`config.mk`:
```
export PLATFORM = sky130hd
export DESIGN_NAME = ping_pong_buffer_flat
export DESIGN_NICKNAME = d
export VERILOG_FILES = /design/src/rtl/ping_pong_buffer_if.sv /design/src/rtl/ping_pong_buffer.sv /design/src/flat_wrapper.sv
export SDC_FILE = /design/constraint.sdc
export NUM_CORES = 1
export LEC_CHECK = 0
export CORE_MARGIN = 5
export CORE_UTILIZATION = 25
export CTS_BUF_LIST = sky130_fd_sc_hd__clkbuf_4 sky130_fd_sc_hd__clkbuf_8
export DETAILED_ROUTE_END_ITERATION = 16
export PLACE_DENSITY_LB_ADDON = 0.05
export SYNTH_ARGS = -nofsm -noshare
export SYNTH_HDL_FRONTEND = slang
export SYNTH_SLANG_ARGS = --single-unit
```
`constraint.sdc`:
```
create_clock -name clock -period 2 [get_ports clock]
set_input_delay 0.4 -clock clock [delete_from_list [all_inputs] [get_ports clock]]
set_output_delay 0.4 -clock clock [all_outputs]
set_load 0.005 [all_outputs]
```
`src/rtl/ping_pong_buffer_if.sv`:
```
// Producer/consumer handshake bundle for ping_pong_buffer.
// The buffer itself connects through the slave modport.
interface ping_pong_buffer_if #(
  parameter int unsigned DATA_WIDTH = 32
) ();
  logic [DATA_WIDTH-1:0] data_input;
  logic                  valid;
  logic                  last_input;
  logic                  ready_input;
  logic [DATA_WIDTH-1:0] data_output;
  logic                  data_out_valid;
  logic                  data_out_last;
  logic                  data_out_ready;
  logic [1:0]            bank_full;

  modport slave (
    input  data_input, valid, last_input, data_out_ready,
    output ready_input, data_output, data_out_valid, data_out_last, bank_full
  );

  modport master (
    output data_input, valid, last_input, data_out_ready,
    input  ready_input, data_output, data_out_valid, data_out_last, bank_full
  );
endinterface

```
`src/rtl/ping_pong_buffer.sv`:
```
// Double-bank stream buffer: the producer fills one bank while the consumer
// drains the other. A bank swaps when it fills or the producer closes a frame.
module ping_pong_buffer #(
  parameter int unsigned DATA_WIDTH = 32,
  parameter int unsigned BANK_DEPTH = 4
) (
  input logic               clock,
  input logic               reset,
  ping_pong_buffer_if.slave bus
);
  localparam int unsigned AW = (BANK_DEPTH > 1) ? $clog2(BANK_DEPTH) : 1;
  localparam int unsigned LW = $clog2(BANK_DEPTH + 1);

  logic [DATA_WIDTH-1:0] mem_q [2][BANK_DEPTH];
  logic [1:0]            full_q, full_d;
  logic [LW-1:0]         len_q [2];
  logic [LW-1:0]         len_d [2];
  logic                  wr_sel_q, wr_sel_d;
  logic                  rd_sel_q, rd_sel_d;
  logic [AW-1:0]         wr_addr_q, wr_addr_d;
  logic [AW-1:0]         rd_addr_q, rd_addr_d;

  logic wr_fire, wr_close, rd_valid, rd_last, rd_fire;

  assign wr_fire  = bus.valid && !full_q[wr_sel_q];
  assign wr_close = wr_fire && ((wr_addr_q == AW'(BANK_DEPTH - 1)) || bus.last_input);
  assign rd_valid = full_q[rd_sel_q];
  assign rd_last  = rd_valid && ((LW'(rd_addr_q) + LW'(1)) == len_q[rd_sel_q]);
  assign rd_fire  = rd_valid && bus.data_out_ready;

  // A write needs !full and a read needs full, so both never target one bank.
  always_comb begin
    full_d    = full_q;
    len_d     = len_q;
    wr_sel_d  = wr_sel_q;
    wr_addr_d = wr_addr_q;
    rd_sel_d  = rd_sel_q;
    rd_addr_d = rd_addr_q;
    if (wr_fire) begin
      if (wr_close) begin
        full_d[wr_sel_q] = 1'b1;
        len_d[wr_sel_q]  = LW'(wr_addr_q) + LW'(1);
        wr_sel_d         = !wr_sel_q;
        wr_addr_d        = '0;
      end else begin
        wr_addr_d = wr_addr_q + AW'(1);
      end
    end
    if (rd_fire) begin
      if (rd_last) begin
        full_d[rd_sel_q] = 1'b0;
        rd_sel_d         = !rd_sel_q;
        rd_addr_d        = '0;
      end else begin
        rd_addr_d = rd_addr_q + AW'(1);
      end
    end
  end

  always_ff @(posedge clock) begin
    if (reset) begin
      full_q    <= '0;
      len_q[0]  <= '0;
      len_q[1]  <= '0;
      wr_sel_q  <= 1'b0;
      wr_addr_q <= '0;
      rd_sel_q  <= 1'b0;
      rd_addr_q <= '0;
    end else begin
      full_q    <= full_d;
      len_q     <= len_d;
      wr_sel_q  <= wr_sel_d;
      wr_addr_q <= wr_addr_d;
      rd_sel_q  <= rd_sel_d;
      rd_addr_q <= rd_addr_d;
    end
  end

  always_ff @(posedge clock) begin
    if (wr_fire) begin
      mem_q[wr_sel_q][wr_addr_q] <= bus.data_input;
    end
  end

  // Every output is register-derived; ready_input has no path from data_out_ready.
  assign bus.ready_input    = !full_q[wr_sel_q];
  assign bus.data_out_valid = rd_valid;
  assign bus.data_out_last  = rd_last;
  assign bus.data_output    = rd_valid ? mem_q[rd_sel_q][rd_addr_q] : '0;
  assign bus.bank_full      = full_q;
endmodule
```
`src/flat_wrapper.sv`:
```
// flat-port wrapper written by rule: the top's interface ports become plain ports
module ping_pong_buffer_flat 
#(
  parameter int unsigned DATA_WIDTH = 32,
  parameter int unsigned BANK_DEPTH = 4
)
  (clock, reset, bus_data_input, bus_valid, bus_last_input, bus_data_out_ready, bus_ready_input, bus_data_output, bus_data_out_valid, bus_data_out_last, bus_bank_full);
  ping_pong_buffer_if #(.DATA_WIDTH(DATA_WIDTH)) bus_i ();
  input logic clock;
  input logic reset;
  input wire logic [$bits(bus_i.data_input)-1:0] bus_data_input;
  input wire logic [$bits(bus_i.valid)-1:0] bus_valid;
  input wire logic [$bits(bus_i.last_input)-1:0] bus_last_input;
  input wire logic [$bits(bus_i.data_out_ready)-1:0] bus_data_out_ready;
  output wire logic [$bits(bus_i.ready_input)-1:0] bus_ready_input;
  output wire logic [$bits(bus_i.data_output)-1:0] bus_data_output;
  output wire logic [$bits(bus_i.data_out_valid)-1:0] bus_data_out_valid;
  output wire logic [$bits(bus_i.data_out_last)-1:0] bus_data_out_last;
  output wire logic [$bits(bus_i.bank_full)-1:0] bus_bank_full;
  assign bus_i.data_input = bus_data_input;
  assign bus_i.valid = bus_valid;
  assign bus_i.last_input = bus_last_input;
  assign bus_i.data_out_ready = bus_data_out_ready;
  assign bus_ready_input = bus_i.ready_input;
  assign bus_data_output = bus_i.data_output;
  assign bus_data_out_valid = bus_i.data_out_valid;
  assign bus_data_out_last = bus_i.data_out_last;
  assign bus_bank_full = bus_i.bank_full;
  ping_pong_buffer #(.DATA_WIDTH(DATA_WIDTH), .BANK_DEPTH(BANK_DEPTH)) u_core (.clock(clock), .reset(reset), .bus(bus_i));
endmodule
```
==> results.ini, run 1 <==
[routing]
dr.pass1.iters = 4
drt_wl_total_um = 26400
ant_nets = 0
drc = 0
vias = 5428
wire_per_inst_um = 20.9
vias_per_cell = 4.29
drt_first_iter_violations = 272

[clock_network]
cts_buffer_depth = 3
cts_buffers = 49
htree_num_levels = 2
path_clk_slew_ps = 60
cts_tree = yes
cts_hold_buf = 0
clock_sinks = 271
cts_root_buf = clkbuf_8
clk_latency_ps = 600

[grt]
grt_use_total = 0.116
antenna_found_initial = 1
grt_pass1_wl_um = 39800
grt_max_degree = 20
grt_pass1_vias = 6093
grt_overflow = 0

[sta]
setup_slack_ps = -611
hold_slack_ps = 499
fin_skew_ps = 14.7
final-hold-violation-count = 0
worst_pin_slew_ps = 516
fin_crit_sh = 1.31
setup-tns-final_ps = -17710
setup_viol = 33
fin_crit_ps = 2610
slew_headroom = 0.652
rsz0062_at_grt = true
slew_violations = 0
max_freq_mhz = 383

[placed_design]
place_ws_ps = -346
place_congestion = 0.704
io_buffers = 73
place_area_um2 = 12800
dpl.hpwl_um = 16100

[finish]
multi_input_area_um2 = 2490
postLayoutCellArea_um2 = 14000
diodes = 0
nFillCells = 3968
area.sequential_um2 = 8000
syn_to_final_growth_pct = 33.2
drive_above_1_share = 0.413
layout.nets = 730

[floorplanning]
die_width_um = 215
row_count = 75
ioPinCount = 74
initial_core_util = 0.251
dieArea_um2 = 46200
die_y_um = 215
core-area_um2 = 41800

[critical_path]
worstPathMaxFanout = 7
critPathTopFamily = multiplexers
crit_required_ps = 1600
crit_path_start_kind = register
reg2reg_from = u_core.rd_sel_q$_SDFFE_PP0P_
crit_chain = buf_12, buf_12, mux4_2, mux2i_2, nor2_1, buf_2
cp_data_arrival_time_ps = 2210
end_kind = primary output
path_buf_inv = 3
crit_top_cell = buf_12
worst-setup-path-type = register to primary output
cpPeakStageDelay_ps = 510
cp_slowest_cell = mux4_2

[yosys]
ys.flop_type = edfxtp_1
ys_seq_area_frac = 0.761
synth_edf_count = 256
yosys.area.top_type = edfxtp_1
synthTopCellsByCount = edfxtp_1 (256), mux4_2 (64), nor2_1 (41)
synth_area_um2 = 10500
ys_ff_latch = 271
postSynthAreaPerCell_um2 = 21.2
syn_nets = 538
synth_top_area_frac = 0.732
yosysMostFrequentCell = edfxtp_1
ys_warn_count = 0
ys_types = 34
syn_inst = 496
synth_area_leaders = edfxtp_1 (73%), mux4_2 (14%), mux2i_1 (3.6%), dfxtp_1 (2.9%), nor2_1 (1.5%)
synthArstFlopShare = 0

[power_and_ir_drop]
finalPower_w = 0.0124
p_per_area_nw_per_um2 = 885
vdd_drop_max_uv = 393
leakage_nw = 4.58

[min_path]
min_path_type = register to register
holdCritStartpoint = u_core.wr_addr_q[1]$_SDFFE_PP0N_

[job]
drv_cap = 0

[outcome]
outcome = finished, violations left
violations = negative setup slack

## sequential cells by signal, summed over array words and instances, names as in the netlist, named ones only
signal / count
u_core.rd_addr_q: 2
u_core.rd_sel_q: 1
u_core.wr_addr_q: 2
u_core.len_q: 6
u_core.wr_sel_q: 1
u_core.bus.bank_full: 2
u_core.mem_q: 256
## metrics by stage
stage | utilization | cells
5_1_grt | 0.335 | 1265
3_3_place_gp | 0.306 | 1155
3_5_place_dp | 0.306 | 1155
6_report | 0.335 | 1265
2_1_floorplan | - | 496
4_1_cts | 0.336 | 1270
## cell usage in the layout, fill, tap and decap left out, types with 14 or more instances in the layout
cell,Yosys,routed
edfxtp_1,256,256
mux4_2,64,64
clkbuf_8,0,52
nor2_1,41,39
buf_12,0,39
clkdlybuf4s50_1,0,36
buf_4,0,34
buf_2,8,32
mux2i_1,38,28
buf_6,1,19
clkinv_1,0,14
## cells by family (layout without fill, tap and decap cells)
kind of cell | count (synthesis) | count (layout) | share of synthesized area
muxes | 106 | 106 | 0.179
adders and majority gates | 5 | 5 | 0.00596
and+or+nand+nor | 66 | 66 | 0.0300
xor gates and xnor gates | 3 | 3 | 0.00322
buffers and inverters | 31 | 261 | 0.0128
DFF | 271 | 271 | 0.761
AOI/OAI and AO/OA | 14 | 14 | 0.00798
## repair_timing
item,4_1_cts,5_1_grt
gates resized for setup,181,12
setup endpoints to repair,38,35
gates cloned,3,0
pin swaps,19,17
buffers inserted,27,1
endpoints found under the hold margin,0,0
## worst paths after layout
check | endpoint | slack (ps) | cells past startpoint
setup / recovery | bus_data_output[19] | -610 | 6
hold / removal | u_core.wr_addr_q[1]$_SDFFE_PP0N_ | 500 | 2
setup reg to reg | register | 80 | 6
hold reg to reg | u_core.wr_addr_q[1]$_SDFFE_PP0N_ | 500 | 2
## power by group
part	switching (W)	leakage [nW]	total [W]	internal (W)
logic	0.000425	1.62	0.000884	0.000459
clock network	0.00229	0.513	0.00512	0.00283
registers	0.0000355	2.45	0.00637	0.00633
total	0.00275	4.58	0.0124	0.00962
## metal layers
layer,GRT usage,part of all wire,vias up,routed length (um)
met1,0.145,0.43,2850,11300
met3,0.0288,0.041,51,1080
met4,0.0402,0.024,2,623
li1,-,-,2423,-
met2,0.197,0.51,102,13400
met5,0,0.00076,-,20
## worst register-to-register path: cells and delay by family, from the launching register on
kind,cells,cell delay (ps)
DFF,1,380
and+or+nand+nor,1,340
muxes,2,680
xor gates and xnor gates,1,100
buffers and inverters,2,270
## cell type report
class / count / share of cell area
Clock buffer: 61 / 0.0560
Sequential cell: 271 / 0.572
Multi-Input combinational cell: 194 / 0.178
Tap cell: 539 / 0.0482
Clock inverter: 28 / 0.0126
Inverter: 7 / 0.00206
Timing Repair Buffer: 165 / 0.131
Note: power is estimated with default switching activity, not from simulation.
==> run 2, diff against run 1 <==
Settings changed: SKIP_LAST_GASP from default to 1.
==> run 2 against run 1 <==
  * Sequential share of layout area hardly changed
  * Non-clock buffer count is 1 higher
  * Count of clock-buffer cells in the layout stayed put
  * Largest cell class unchanged
  * Highest routed layer unchanged
  * Wire length hardly changed
  * Register-to-register slack hardly changed
  * Final cell count hardly changed
  * Flip-flop and latch count stayed put
  * Clock skew is 0.95 ps lower
  * First-iteration DRC count is 8.5% lower
  * Largest power group unchanged
  * Total power hardly changed
  * Hold slack hardly changed
  * The flow still finishes with violations (negative setup slack)
  * Critical path type unchanged
==> results.ini, run 2 (synthesis results as in run 1) <==
[finish]
top_register = u_core.mem_q
final_common_cell = edfxtp_1
diodes = 0
largest_reg_flops = 256
postLayoutCellArea_um2 = 14000
syn_to_final_growth_pct = 33.3
drive_above_1_share = 0.414
reg_top3 = u_core.mem_q (256), u_core.len_q (6)
layout.nets = 731
post-route-util = 0.335
layout_common_cells = edfxtp_1 (256), mux4_2 (64), clkbuf_8 (52)

[floorplanning]
row_count = 75
dieArea_um2 = 46200
die_width_um = 215
initial_core_util = 0.251
ioPinCount = 74
die_y_um = 215
core-area_um2 = 41800

[min_path]
holdPathEnd = u_core.wr_addr_q[1]$_SDFFE_PP0N_
holdPathStages = 2
holdCritStartpoint = u_core.wr_addr_q[1]$_SDFFE_PP0N_
min_path_type = register to register

[sta]
slew_violations = 0
rsz0062_at_grt = true
fin_skew_ps = 13.7
max_freq_mhz = 383
fin_crit_sh = 1.31
worst_pin_slew_ps = 513
final-hold-violation-count = 0
slew_headroom = 0.654
setup_viol = 33
setup_slack_ps = -613
fin_crit_ps = 2610

[critical_path]
cp_slowest_cell = mux4_2
crit_chain = buf_12, buf_6, buf_4, mux4_2, mux2i_1, nor2_1, buf_2
end_kind = primary output
worst-setup-path-type = register to primary output
reg2reg_from = u_core.rd_sel_q$_SDFFE_PP0P_
worstPathMaxFanout = 7
crit_path_start_kind = register
cp_data_arrival_time_ps = 2210
crit_required_ps = 1600
r2r_cells = 6
r2r_setup_slack_ps = 80
cpPeakStageDelay_ps = 480

[clock_network]
cts_buffer_depth = 3
clock_sinks = 271
path_clk_slew_ps = 60
cts_root_buf = clkbuf_8
cts_tree = yes
cts_hold_buf = 0
clk_latency_ps = 600
cts_buffers = 49
htree_num_levels = 2

[routing]
dr.pass1.iters = 6
drt_first_iter_violations = 249
drc = 0
vias_per_cell = 4.30
ant_nets = 0
wire_per_inst_um = 20.9
drt_wl_total_um = 26400
vias = 5438

[grt]
antenna_found_initial = 1
grt_pass1_vias = 6093
grt_overflow = 0
grt_pass1_wl_um = 39800
grt_max_degree = 20
grt_use_total = 0.116

[job]
drv_cap = 0

[power_and_ir_drop]
p_per_area_nw_per_um2 = 884
leakage_nw = 4.59
finalPower_w = 0.0124
vdd_drop_max_uv = 393

[outcome]
violations = negative setup slack
outcome = finished, violations left

[placed_design]
place_congestion = 0.704
place_area_um2 = 12800
dpl.hpwl_um = 16100
io_buffers = 73

-- run 2: worst max path at each step --
stage,to,depth (start not counted),from
global route,bus_data_output[19],6,register
floorplan,u_core.mem_q[0][64]$_DFFE_PP_,2,bus_valid
global placement,bus_data_output[19],6,register
detailed placement,bus_data_output[19],6,register
CTS,bus_data_output[10],7,register
finish,bus_data_output[12],7,register
-- run 2: layout make-up --
class / instances / area (um^2)
Fill cell: 3967 / 27800
Sequential cell: 271 / 8000
Multi-Input combinational cell: 194 / 2490
Timing Repair Buffer: 166 / 1840
Clock buffer: 61 / 783
Tap cell: 539 / 674
Clock inverter: 28 / 176
Inverter: 7 / 28.8
-- run 2: stage by stage --
stage          hold WS (ps)  std cells  setup WS, ps  TNS (ps)
2_1_floorplan           460        496          10.9         0
3_3_place_gp            485       1155          -349    -22660
3_5_place_dp            501       1155          -346    -22860
4_1_cts                 468       1270          -763    -22760
5_1_grt                 518       1266          -761    -22420
6_report                499       1266          -613    -17870
-- run 2: repair_timing --
item | in CTS | in global routing
gates resized for setup | 178 | 13
setup buffers | 27 | 2
pin swaps | 19 | 17
gates cloned | 3 | 0
endpoints found under the setup margin | 38 | 35
-- run 2: critical path: cells and delay by family, from the launching register on --
family | cells | cell delay, ps
buf+inv | 4 | 480
mux | 2 | 630
simple gates | 1 | 70
flops | 1 | 440
-- run 2: per-layer routing --
layer,global-route usage,vias to the layer above,routed length (um)
met2,0.197,105,13400
met1,0.145,2856,11300
met5,0,-,20
met3,0.0288,51,1090
li1,-,2424,-
met4,0.0402,2,622
-- run 2: power breakdown --
part	switching [W]	internal [W]	total [W]
registers	0.0000356	0.00633	0.00637
clock network	0.00229	0.00283	0.00512
logic	0.000424	0.000458	0.000883
